**src/rtl/cfg_chain_sequencer.sv**
```systemverilog
// Config chain sequencer: takes bitstream words over valid/ready, shifts them
// LSB-first onto the fabric chain at a programmable rate, then pulses the latch strobe.
module cfg_chain_sequencer #(
  parameter int WORD_W     = 32,
  parameter int LEN_W      = 20,
  parameter int DIV_W      = 8,
  parameter int SET_CYCLES = 4
) (
  input  logic              wb_clk_i,
  input  logic              wb_rst_i,
  input  logic              cfg_start,
  input  logic              cfg_abort,
  input  logic [LEN_W-1:0]  cfg_len,
  input  logic [DIV_W-1:0]  cfg_div,
  input  logic [WORD_W-1:0] word_data,
  input  logic              word_valid,
  output logic              word_ready,
  output logic              shift_out,
  output logic              shift_en,
  output logic              set_out,
  output logic              busy,
  output logic              done,
  output logic              err
);

  // state | meaning
  // IDLE  | waiting for cfg_start
  // LOAD  | word_ready high, waiting for next bitstream word
  // SHIFT | serialising current word, one bit per divider period
  // SET   | latch strobe held for SET_CYCLES cycles
  // DONE  | one-cycle completion pulse
  typedef enum logic [2:0] {S_IDLE, S_LOAD, S_SHIFT, S_SET, S_DONE} state_t;

  localparam int WB_W = $clog2(WORD_W + 1);
  localparam int SC_W = $clog2(SET_CYCLES + 1);

  state_t            r_state;
  logic [LEN_W-1:0]  r_remaining;
  logic [DIV_W-1:0]  r_div;
  logic [DIV_W-1:0]  r_div_cnt;
  logic [WORD_W-1:0] r_sreg;
  logic [WB_W-1:0]   r_word_bits;
  logic [SC_W-1:0]   r_set_cnt;
  logic              r_shift_out;
  logic              r_shift_en;
  logic              r_set_out;
  logic              r_done;
  logic              r_err;

  logic [WB_W-1:0]   w_first_bits;
  logic [DIV_W-1:0]  w_div_nxt;

  assign w_first_bits = (r_remaining > LEN_W'(WORD_W)) ? WB_W'(WORD_W) : WB_W'(r_remaining);
  assign w_div_nxt    = r_div_cnt + DIV_W'(1);

  // r_shift_en is kept equal to (SHIFT && r_div_cnt == r_div) by predicting it one cycle ahead
  always_ff @(posedge wb_clk_i) begin
    if (wb_rst_i || cfg_abort) begin
      r_state     <= S_IDLE;
      r_remaining <= '0;
      r_div       <= '0;
      r_div_cnt   <= '0;
      r_sreg      <= '0;
      r_word_bits <= '0;
      r_set_cnt   <= '0;
      r_shift_out <= 1'b0;
      r_shift_en  <= 1'b0;
      r_set_out   <= 1'b0;
      r_done      <= 1'b0;
      r_err       <= 1'b0;
    end else begin
      r_done <= 1'b0;
      r_err  <= 1'b0;
      case (r_state)
        S_IDLE: begin
          if (cfg_start) begin
            if (cfg_len == '0) begin
              r_err <= 1'b1;
            end else begin
              r_remaining <= cfg_len;
              r_div       <= cfg_div;
              r_state     <= S_LOAD;
            end
          end
        end
        S_LOAD: begin
          if (word_valid) begin
            r_sreg      <= word_data;
            r_word_bits <= w_first_bits;
            r_shift_out <= word_data[0];
            r_div_cnt   <= '0;
            r_shift_en  <= (r_div == '0);
            r_state     <= S_SHIFT;
          end
        end
        S_SHIFT: begin
          if (r_shift_en) begin
            r_sreg      <= r_sreg >> 1;
            r_remaining <= r_remaining - LEN_W'(1);
            r_word_bits <= r_word_bits - WB_W'(1);
            r_div_cnt   <= '0;
            if (r_remaining == LEN_W'(1)) begin
              r_shift_en  <= 1'b0;
              r_shift_out <= 1'b0;
              r_set_out   <= 1'b1;
              r_set_cnt   <= '0;
              r_state     <= S_SET;
            end else if (r_word_bits == WB_W'(1)) begin
              r_shift_en  <= 1'b0;
              r_shift_out <= 1'b0;
              r_state     <= S_LOAD;
            end else begin
              r_shift_out <= r_sreg[1];
              r_shift_en  <= (r_div == '0);
            end
          end else begin
            r_div_cnt  <= w_div_nxt;
            r_shift_en <= (w_div_nxt == r_div);
          end
        end
        S_SET: begin
          if (r_set_cnt == SC_W'(SET_CYCLES - 1)) begin
            r_set_out <= 1'b0;
            r_done    <= 1'b1;
            r_state   <= S_DONE;
          end else begin
            r_set_cnt <= r_set_cnt + SC_W'(1);
          end
        end
        S_DONE: r_state <= S_IDLE;
        default: r_state <= S_IDLE;
      endcase
    end
  end

  assign word_ready = (r_state == S_LOAD);
  assign busy       = (r_state != S_IDLE);
  assign shift_out  = r_shift_out;
  assign shift_en   = r_shift_en;
  assign set_out    = r_set_out;
  assign done       = r_done;
  assign err        = r_err;

endmodule
```
**config.mk**
```make
export PLATFORM = sky130hd
export DESIGN_NAME = cfg_chain_sequencer
export DESIGN_NICKNAME = d
export VERILOG_FILES = /design/src/rtl/cfg_chain_sequencer.sv
export SDC_FILE = /design/constraint.sdc
export NUM_CORES = 1
export LEC_CHECK = 0
export BUFFER_PORTS_ARGS = -buffer_cell sky130_fd_sc_hd__buf_2
export CAP_MARGIN = 20
export CELL_PAD_IN_SITES_DETAIL_PLACEMENT = 1
export CELL_PAD_IN_SITES_GLOBAL_PLACEMENT = 2
export CORE_ASPECT_RATIO = 1.1
export CORE_MARGIN = 8
export CORE_UTILIZATION = 33
export DETAILED_ROUTE_END_ITERATION = 10
export HOLD_SLACK_MARGIN = 0.03
export PLACE_DENSITY = 0.91
export SLEW_MARGIN = 20
export SYNTH_ARGS = -nofsm -noshare
export SYNTH_HDL_FRONTEND = slang
export SYNTH_SLANG_ARGS = --single-unit
```
**constraint.sdc**
```tcl
create_clock -name wb_clk_i -period 3.1 [get_ports wb_clk_i]
set_input_delay 0.62 -clock wb_clk_i [delete_from_list [all_inputs] [get_ports wb_clk_i]]
set_output_delay 0.62 -clock wb_clk_i [all_outputs]
set_load 0.01 [all_outputs]
```
==> impl_results.md, run 1 <==
* Area leader, netlist: dfxtp_1
* Fraction of registers with async set/reset at 0%
* Die Area at 17500 sq um
* First-pass GRT wire length at 24100 um
* Syn avg cell area at 7.73 sq um
* Min-delay src: r_set_cnt[0]
* Clock sink total at 84
* Max Root-Sink Buffers at 2
* Power Total at 2.69 mW
* Vias after detailed routing at 4610
* Vias in the first global route at 4911
* Detailed Route WL at 14500 um
* Slowest-stage cell, CP: or4b_2
* Slew @ Worst Pin at 824 ps
* Required @ worst endpoint at 3340 ps
* Vias per inst at 5.78
* Clock Pin Slew Worst Setup and Hold Paths at 70 ps
* CORE AREA at 13200 sq um
* # Max-Cap Violations at 0
* Origin of the critical flop-to-flop path: r_remaining[0]
* WS Path Type: flop to flop
* Worst setup SP type: flop
* Pwr per Cell Area at 504 nW/um^2
* Seq/Total Area, Yosys at 37.6%
* Chip height at 138 um
* Leak Pwr at 2.01 nW
* Row count at 44
* Layout cells sized above 1 at 19.0%
* Cells after DPL at 782
* Starting Density at 33.8%
* Post-synth top cells: 94 x nand2_1, 84 x dfxtp_1, 74 x nor2_1
* Clk root buf: clkbuf_16
* Min-delay worst type: flop to flop
* Fin crit share at 82.6%
* Final setup fails at 0
* Max IR drop VDD at 0.254 mV
* Reg2Reg Depth at 7
* Initial antenna violation count at 0
* Mapped Area at 4470 sq um
* Hold EP: r_set_cnt[0]
* Clk_lat worst skew at 350 ps
* Crit-path cells: inv_1 -> ha_1 -> or4b_2 -> or3_1 -> nor4_1 -> a21oi_1 -> o32ai_1
* Synth Register Bits at 84
* Core Util, Final at 40.4%
* Hold depth at 1
* Syn-to-layout area delta at 19.3%
* Synth Warn # at 0
* Num CTS Buffers at 9
* Crit end category: flop
* Fmax at 391 MHz
* Die width at 127 um
* Yosys top cell area share at 37.6%
* RSZ-0062 raised after global routing: false
* Crit Path Max Fanout at 5
* Final cell count without fillers at 798
* Final Hold Vio Count at 0
* Buffers & Inverters on Critical Path at 1
* Synth cell types at 56
* Worst path arrival time at 2800 ps
* Max-slew headroom at 44.9%
* Largest cells by area after synthesis: dfxtp_1 38%, nand2_1 7.9%, nor2_1 6.2%, a311oi_1 5.9%, a21oi_1 5.5%
* Primary FF master, synth: dfxtp_1
* Fin Setup TNS at 0 ps
* GRT Util Overall at 16.6%
* Delay-heaviest family, CP: simple AND/OR/NAND/NOR gates
* Number of synthesized flops with an enable pin at 0
* Tmin final at 2560 ps
* CP peak stage delay at 680 ps
* Initial drt markers at 270
* Reg-to-reg endpoint: r_remaining[12]
* Drt pass-1 iters at 4
* # port buffers at 71
* Post-CTS Setup Bufs at 0
* Post-Syn Nets at 651
* Cts hold-fix bufs at 0
* Post-CTS sizing at 0
* H-tree depth at 3
* IO Pins at 72
* HPWL Detailed at 10400 um
* Status: finished, final reports clean
* CTS tree: yes
* Final Skew at 6.36 ps
* DR WL/cell at 18.1 um
* Max Slew Vio Count at 0
* RD Place Congestion at 0.827
* Most common cell in the netlist: nand2_1
* Largest net degree at the start of global routing at 50
* Ant. Diodes at 0
* DRC Markers at 0
* Syn Inst Count at 578
* Antenna viol nets, final at 0
* FF-to-FF setup slack at 540 ps
* Total congestion overflow at 0
* Layout net count at 705
## final cells by class
class | count | area [sq um]
repair buffers | 88 | 495
clock inverters | 6 | 93.8
flip-flops and latches | 84 | 1680
fillers | 1648 | 7880
inverters | 9 | 33.8
multi-input cells | 440 | 2590
clock buffers | 10 | 239
well taps | 161 | 201
## power by group
part / switching (mW) / total (mW) / internal, mW
Clock: 0.470 / 1.21 / 0.735
Combinational: 0.220 / 0.357 / 0.137
Sequential: 0.0252 / 1.13 / 1.10
Total: 0.716 / 2.69 / 1.97
## state kept, by name, indices dropped and copies added, names as in the netlist, 3 cells and up
signal / cells
r_div: 8
r_div_cnt: 8
r_state: 3
r_set_cnt: 3
r_remaining: 20
r_sreg: 31
r_word_bits: 6
## worst max path at each step
| stage | from | to | slack (ps) | depth (start not counted) |
|---|---|---|---|---|
| 6_report | r_remaining[0] | r_remaining[12] | 540 | 7 |
| 2_1_floorplan | r_remaining[0] | r_remaining[12] | 910 | 7 |
| 4_1_cts | r_remaining[0] | r_remaining[12] | 540 | 7 |
| 5_1_grt | r_remaining[0] | r_remaining[8] | 410 | 7 |
| 3_5_place_dp | cfg_len[3] | r_remaining[12] | 520 | 7 |
| 3_3_place_gp | cfg_len[11] | r_remaining[16] | 580 | 6 |
## per-layer routing
metal  track usage [%]  routed length [um]  vias to the layer above  share of wire, %
met4              6.46                 249                        0               1.7
met3              3.35                 523                       15               3.6
met2              28.5                7180                       91                50
met1              19.7                6500                     2277                45
met5                 0                   0                        -                 0
li1                  -                   -                     2227                 -
## cell usage in the layout (no fill, tap or decap), types with 4 or more instances in the layout
cell type  synthesis  layout
o311ai_0          12      12
inv_1              9       9
buf_2              1      71
a21oi_1           49      49
nor4_1            11      11
or4_1              4       4
o31ai_1           10      10
or3_1              4       4
ha_1               8       8
buf_4              0      16
nor2_1            74      74
or2_2              5       5
xnor2_1            8       8
dfxtp_1           84      84
clkbuf_16          0       9
nand3_1            9       9
nand2_1           94      94
nor3_1            19      19
a21o_1             4       4
xor2_1             7       7
a22oi_1            6       6
o21ai_0           19      19
a311oi_1          30      30
and3_1             4       4
a31oi_1            7       7
## per-stage QoR
stage | hold WS [ps] | setup WS, ps | area (sq um)
floorplan | 429 | 913 | 4470
global placement | 443 | 578 | 5000
detailed placement | 462 | 517 | 5000
CTS | 471 | 540 | 5330
global route | 489 | 413 | 5330
finish | 473 | 540 | 5330
## logic make-up after synthesis
kind of cell | count (synthesis) | share of synthesized area (%)
AO/OA/AOI/OAI | 166 | 26.3
XOR/XNOR | 15 | 2.94
adder cells (fa/ha/maj) | 8 | 2.24
buffers and inverters | 54 | 4.56
flip-flops | 84 | 37.6
multiplexers | 2 | 0.448
AND/OR/NAND/NOR | 249 | 25.9
(Power assumes the default switching activity.)
==> run 2, diff against run 1 <==
ABC_AREA = 1   (was unset)
CORE_UTILIZATION = 27   (was 33)
PLACE_DENSITY = 0.86   (was 0.91)
clock period = 2.1 ns   (was 3.1 ns; I/O delays follow)
==> impl_results.md, run 2 <==
* Primary FF master, synth: dfxtp_1
* Pwr per Cell Area at 749 nW/um^2 (+49%)
* Die Area at 21800 sq um (+25%)
* Final setup fails at 0 (unchanged)
* Worst path arrival time at 2100 ps (-700 ps)
* Syn-to-layout area delta at 20.5%
* Cts hold-fix bufs at 0 (unchanged)
* Post-synth top cells: 206 x nand2_1, 104 x nor2_1, 84 x dfxtp_1
* Gate power share at 21.6% (+8.3 points)
* Syn avg cell area at 6.31 sq um (-18%)
* Number of synthesized flops with an enable pin at 0 (unchanged)
* Row count at 50 (+14%)
* Most common cell in the netlist: nand2_1
* Area leader, netlist: dfxtp_1
* CORE AREA at 17000 sq um (+29%)
* First-pass GRT wire length at 23800 um (-1.3%)
* Synth Register Bits at 84 (unchanged)
* Adder-cell share of the synthesized area at 2.13% (-0.11 points)
* Syn Inst Count at 743 (+29%)
* DRC Markers at 0 (unchanged)
* Post-Syn Nets at 816 (+25%)
* Min-delay src: word_data[16]
* Crit end category: flop
* FF-to-FF setup slack at 240 ps (-300 ps)
* RSZ-0062 raised after global routing: false
* Clock power share at 38.0% (-6.8 points)
* Reg-to-reg endpoint: r_set_cnt[0]
* H-tree depth at 3 (unchanged)
* Ant. Diodes at 0 (unchanged)
* Max Root-Sink Buffers at 2 (unchanged)
* Largest net degree at the start of global routing at 48 (-4.0%)
* Fraction of registers with async set/reset at 0% (unchanged)
* Max reg flops at 31 (unchanged)
* Biggest regs: r_sreg: 31 flops, r_remaining: 20 flops
* Post-CTS Setup Bufs at 0 (unchanged)
* Hold EP: r_sreg[16]
* Layout cells sized above 1 at 14.6% (-4.4 points)
* Detailed Route WL at 14300 um (-1.0%)
* Multiplexer share of the synthesized area at 0% (-0.45 points)
* Switch Pwr at 1.40 mW (+96%)
* Final Skew at 10.7 ps (+4.32 ps)
* Reg2Reg Depth at 8 (+1)
* Initial antenna violation count at 0 (unchanged)
* Sequential Power Share at 40.4% (-1.5 points)
* Antenna viol nets, final at 0 (unchanged)
* Num CTS Buffers at 9 (unchanged)
* Fin crit share at 88.4% (+5.8 points)
* Synth Warn # at 0 (unchanged)
* Hold depth at 3 (+2)
* Min-delay worst type: input port to flop
* Starting Density at 27.6% (-6.3 points)
* CTS tree: yes
* Commonest non-fill, non-tap cells in the layout: 206 x nand2_1, 103 x nor2_1, 84 x dfxtp_1
* Reg with most FFs: r_sreg
* Die width at 142 um (+12%)
* Total congestion overflow at 0 (unchanged)
* Yosys top cell area share at 35.9% (-1.8 points)
* Worst setup SP type: flop
* Clock Pin Slew Worst Setup and Hold Paths at 70 ps (about the same)
* Clk root buf: clkbuf_16
* Status: finished, final reports clean
* Max Slew Vio Count at 0 (unchanged)
* Power Total at 4.23 mW (+57%)
* Post-CTS sizing at 0 (unchanged)
* Initial drt markers at 176 (-35%)
* Crit Path Max Fanout at 4 (-1)
* Clk_lat worst skew at 360 ps (about the same)
* Clock sink total at 84 (unchanged)
* Synth Area in Compound Gates at 18.9% (-7.3 points)
* Storage cell area at 1680 sq um (unchanged)
* Max-slew headroom at 66.6% (+22 points)
* Leak Pwr at 2.45 nW (+22%)
* Post-Synth Simple-Gate Area at 33.6% (+7.7 points)
* Sw frac at 33.1% (+6.5 points)
* Origin of the critical flop-to-flop path: r_remaining[8]
* Largest family of logic cells by synthesized area: simple AND/OR/NAND/NOR gates
* Vias after detailed routing at 4865 (+5.5%)
* Mapped Area at 4690 sq um (+4.9%)
* Seq/Total Area, Yosys at 35.9% (-1.8 points)
* Pint at 2.83 mW (+44%)
* Fin Setup TNS at 0 ps (unchanged)
* Final Hold Vio Count at 0 (unchanged)
* HPWL Detailed at 10700 um (+2.8%)
* Most common cell after layout, fill and taps aside: nand2_1
* Fill cell count at 2251 (+37%)
* Max IR drop VDD at 0.401 mV (+58%)
* IO Pins at 72 (unchanged)
* Largest cells by area after synthesis: dfxtp_1 36%, nand2_1 16%, nor2_1 8.3%, o21ai_0 6.1%, a21oi_1 6.0%
* Synth Area in XOR/XNOR at 0.747% (-2.2 points)
* # Max-Cap Violations at 0 (unchanged)
* WS Path Type: flop to flop
* GRT Util Overall at 13.5% (-3.1 points)
* Chip height at 154 um (+12%)
* DR WL/cell at 13.6 um (-25%)
* RD Place Congestion at 0.780 (-5.7%)
* Vias per inst at 4.64 (-20%)
* Tmin final at 1860 ps (-704 ps)
* # port buffers at 71 (unchanged)
* Synth cell types at 32 (-43%)
* Vias in the first global route at 4863 (-0.98%)
* Fmax at 539 MHz (+38%)
* Required @ worst endpoint at 2350 ps (-990 ps)
* Multi-input combinational cell area at 2620 sq um (+1.0%)
* Slew @ Worst Pin at 501 ps (-323 ps)
* Layout net count at 882 (+25%)
* Drt pass-1 iters at 4 (unchanged)
run 2: power by group through the flow:
stage	logic [mW]	registers (mW)	clock network, mW
floorplan	0.622	1.73	0
global placement	0.914	1.75	0
detailed placement	0.927	1.75	0
CTS	0.932	1.71	1.67
global route	1.05	1.72	1.74
finish	0.915	1.71	1.61
run 2: through the flow:
step	utilization (%)	hold WS (ps)	cell area (sq um)	setup slack, ps	std cells
after floorplan	-	434	4690	592	743
after detailed placement	31.5	461	5360	146	1032
after global routing	33.2	318	5650	42.3	1048
after CTS	33.2	304	5650	224	1048
after global placement	31.5	455	5360	182	1032
final	33.2	321	5650	244	1048
run 2: layout make-up:
| cell class | instances | share of cell area, % |
|---|---|---|
| multi-input combinational | 558 | 46.3 |
| sequential | 84 | 29.7 |
| timing repair buffer | 87 | 9.07 |
| tap | 234 | 5.18 |
| inverter | 69 | 4.58 |
| clock buffer | 10 | 4.23 |
| clock inverter | 6 | 0.930 |
run 2: cell families after synthesis:
group / after synthesis
DFF: 84
buffers and inverters: 101
xor gates and xnor gates: 4
and+or+nand+nor: 381
adders and majority gates: 8
AOI/OAI and AO/OA: 165
run 2: worst max-delay path, stage by stage, from the launching register on:
cell and delay, ps:
dfxtp_1 350, nor2_1 220, nand2_1 80, nor2_1 210
nand3_1 270, o21ai_2 240, nand3_1 160, o21ai_0 180
inv_1 50
run 2: worst max-delay path by stage:
stage                                  to  slack, ps  cells past startpoint            from
final                        r_set_cnt[0]        240                      8  r_remaining[8]
after global routing         r_set_cnt[0]         40                      8  r_remaining[8]
after CTS                    r_set_cnt[0]        220                      8  r_remaining[8]
after detailed placement         r_div[7]        150                      7     cfg_len[18]
after global placement           r_div[5]        180                      7     cfg_len[18]
after floorplan           r_remaining[10]        590                      9  r_remaining[0]
run 2: routing by layer:
layer | up-vias | wire length (um) | GRT usage [%]
li1 | 2562 | - | -
met1 | 2224 | 6980 | 16.9
met2 | 69 | 6570 | 22.2
met3 | 10 | 587 | 3.85
met4 | 0 | 170 | 3.69
met5 | - | 0 | 0
==> run 3, diff against run 2 <==
clock period = 1.6 ns   (was 2.1 ns; I/O delays follow)
==> impl_results.md, run 3 (synthesis results as in run 2) <==
* Fin crit share at 103% (+15 points)
* Fill cell count at 2248 (-0.13%)
* Max-slew headroom at 70.9% (+4.3 points)
* Setup WS post-layout at -52.2 ps (-297 ps)
* Cells after DPL at 1093 (+5.9%)
* Largest net degree at the start of global routing at 56 (+17%)
* Final cell count without fillers at 1130 (+7.8%)
* Layout net count at 964 (+9.3%)
* Tmin final at 1650 ps (-203 ps)
* Antenna viol nets, final at 0 (unchanged)
* Worst setup SP type: flop
* Commonest non-fill, non-tap cells in the layout: 200 x nand2_1, 84 x nor2_1, 81 x buf_4
* Delay-heaviest family, CP: simple AND/OR/NAND/NOR gates
* Crit path depth at 9 (+1)
* Syn-to-layout area delta at 42.3%
* Vias per inst at 4.75 (+2.4%)
* CP dominant cell by count: nand2_1
* Clk_lat worst skew at 350 ps (about the same)
* WS Path Type: flop to flop
* Vias after detailed routing at 5370 (+10%)
* Initial drt markers at 194 (+10%)
* Max Root-Sink Buffers at 2 (unchanged)
* # Max-Cap Violations at 0 (unchanged)
* Final Hold Vio Count at 0 (unchanged)
* Total congestion overflow at 0 (unchanged)
* Crit end category: flop
* Die Area at 21800 sq um (unchanged)
* Hold depth at 3 (unchanged)
* Max IR drop VDD at 0.513 mV (+28%)
* IO Pins at 72 (unchanged)
* RSZ-0062 raised after global routing: true
* Reg2Reg Depth at 9 (+1)
* Clk root buf: clkbuf_16
* DR WL/cell at 14.7 um (+7.7%)
* Biggest regs: r_sreg: 31 flops, r_remaining: 20 flops
* CP peak stage delay at 340 ps (about the same)
* Final Skew at 11.4 ps (+0.717 ps)
* Worst path arrival time at 1880 ps (-220 ps)
* RD Place Congestion at 0.820 (+5.0%)
* Pwr per Cell Area at 942 nW/um^2 (+26%)
* Starting Density at 27.6% (unchanged)
* Max reg flops at 31 (unchanged)
* Required @ worst endpoint at 1830 ps (-520 ps)
* Crit Path Max Fanout at 3 (-1)
* Min-delay worst type: input port to flop
* Clock Pin Slew Worst Setup and Hold Paths at 80 ps (about the same)
* Detailed Route WL at 16600 um (+16%)
* CTS tree: yes
* Clock sink total at 84 (unchanged)
* Max Slew Vio Count at 0 (unchanged)
* Violations in the final reports: negative setup slack
* Buffers & Inverters on Critical Path at 1 (unchanged)
* Leak Pwr at 2.95 nW (+20%)
* Core Util, Final at 39.2% (+6.0 points)
* Status: finished with violations
* Fmax at 605 MHz (+12%)
* Ant. Diodes at 0 (unchanged)
* Die width at 142 um (unchanged)
* First-pass GRT wire length at 26100 um (+9.8%)
* Most common cell after layout, fill and taps aside: nand2_1
* Vias in the first global route at 5373 (+10%)
* Drt pass-1 iters at 6 (+2)
* Reg with most FFs: r_sreg
* Num CTS Buffers at 9 (unchanged)
* Initial antenna violation count at 0 (unchanged)
* # port buffers at 71 (unchanged)
* DRC Markers at 0 (unchanged)
* HPWL Detailed at 11500 um (+7.0%)
* Cts hold-fix bufs at 0 (unchanged)
* Hold slack at 226 ps (-95.4 ps)
* Crit-path cells: nor2_2 -> nand2_1 -> nor2_2 -> nand3_2 -> buf_4 -> nand2_1 -> nand2_1 -> a21oi_1 -> a21oi_1
* Layout cells sized above 1 at 28.9% (+14 points)
* Row count at 50 (unchanged)
* Final setup fails at 1 (+1)
* DP Worst Slack at -152 ps (-298 ps)
* Slowest-stage cell, CP: dfxtp_2
* H-tree depth at 3 (unchanged)
* GRT Util Overall at 14.5% (+1.0 points)
* Chip height at 154 um (unchanged)
* CORE AREA at 17000 sq um (unchanged)
* Slew @ Worst Pin at 436 ps (-64.5 ps)
run 3: cell types whose count changed in the layout (fill, tap and decap cells not counted), moves of 5 or more:
cell,delta
nand2_2,+5
dfxtp_1,-16
dfxtp_2,+14
nand3_1,-5
buf_4,+68
buf_6,+7
nor2_4,+8
nor2_1,-19
nor2_2,+11
nand2_1,-6
run 3: timing repair:
item,in CTS,in global routing
pin swaps,1,24
buffers inserted,1,15
endpoints found under the setup margin,8,48
gates cloned,0,5
resized for setup,8,79
run 3: final timing paths:
kind                       start        end  slack, ps
setup / recovery  r_remaining[5]   shift_en        -50
hold reg to reg        r_sreg[1]  shift_out        460
hold / removal      word_data[4]  r_sreg[4]        230
setup reg to reg  r_remaining[5]   shift_en        -50
run 3: where the power goes:
group | switching [mW] | leakage [nW] | internal [mW]
logic | 0.968 | 2.10 | 0.782
registers | 0.0726 | 0.689 | 2.17
clock network | 1.00 | 0.156 | 1.29
total | 2.04 | 2.95 | 4.24
run 3: stage by stage:
stage | TNS [ps] | instance area [sq um] | total power, mW
finish | -52.2 | 6670 | 6.28
global route | -1080 | 6670 | 6.62
CTS | 0 | 6210 | 6.06
detailed placement | -3610 | 5860 | 3.74
global placement | -2570 | 5860 | 3.72
floorplan | 0 | 4690 | 3.09
run 3: layout make-up:
type | count | area (sq um) | share of cell area (%)
clock buffer | 10 | 239 | 3.58
inverter | 69 | 267 | 3.99
tap | 234 | 293 | 4.39
sequential | 84 | 1710 | 25.6
multi-input combinational | 558 | 2810 | 42.2
clock inverter | 6 | 76.3 | 1.14
timing repair buffer | 169 | 1280 | 19.1
run 3: worst reg2reg max path, stage by stage, from the launching register on:
cell	delay [ps]
dfxtp_2	340
nor2_2	150
nand2_1	110
nor2_2	140
nand3_2	140
buf_4	180
nand2_1	60
nand2_1	50
a21oi_1	220
a21oi_1	130
run 3: per-layer routing:
layer	vias to the layer above	routed length, um	GRT usage (%)
met3	15	511	3.05
met4	0	203	3.58
li1	2724	-	-
met1	2550	8090	18.6
met5	-	0	0
met2	81	7800	24.3
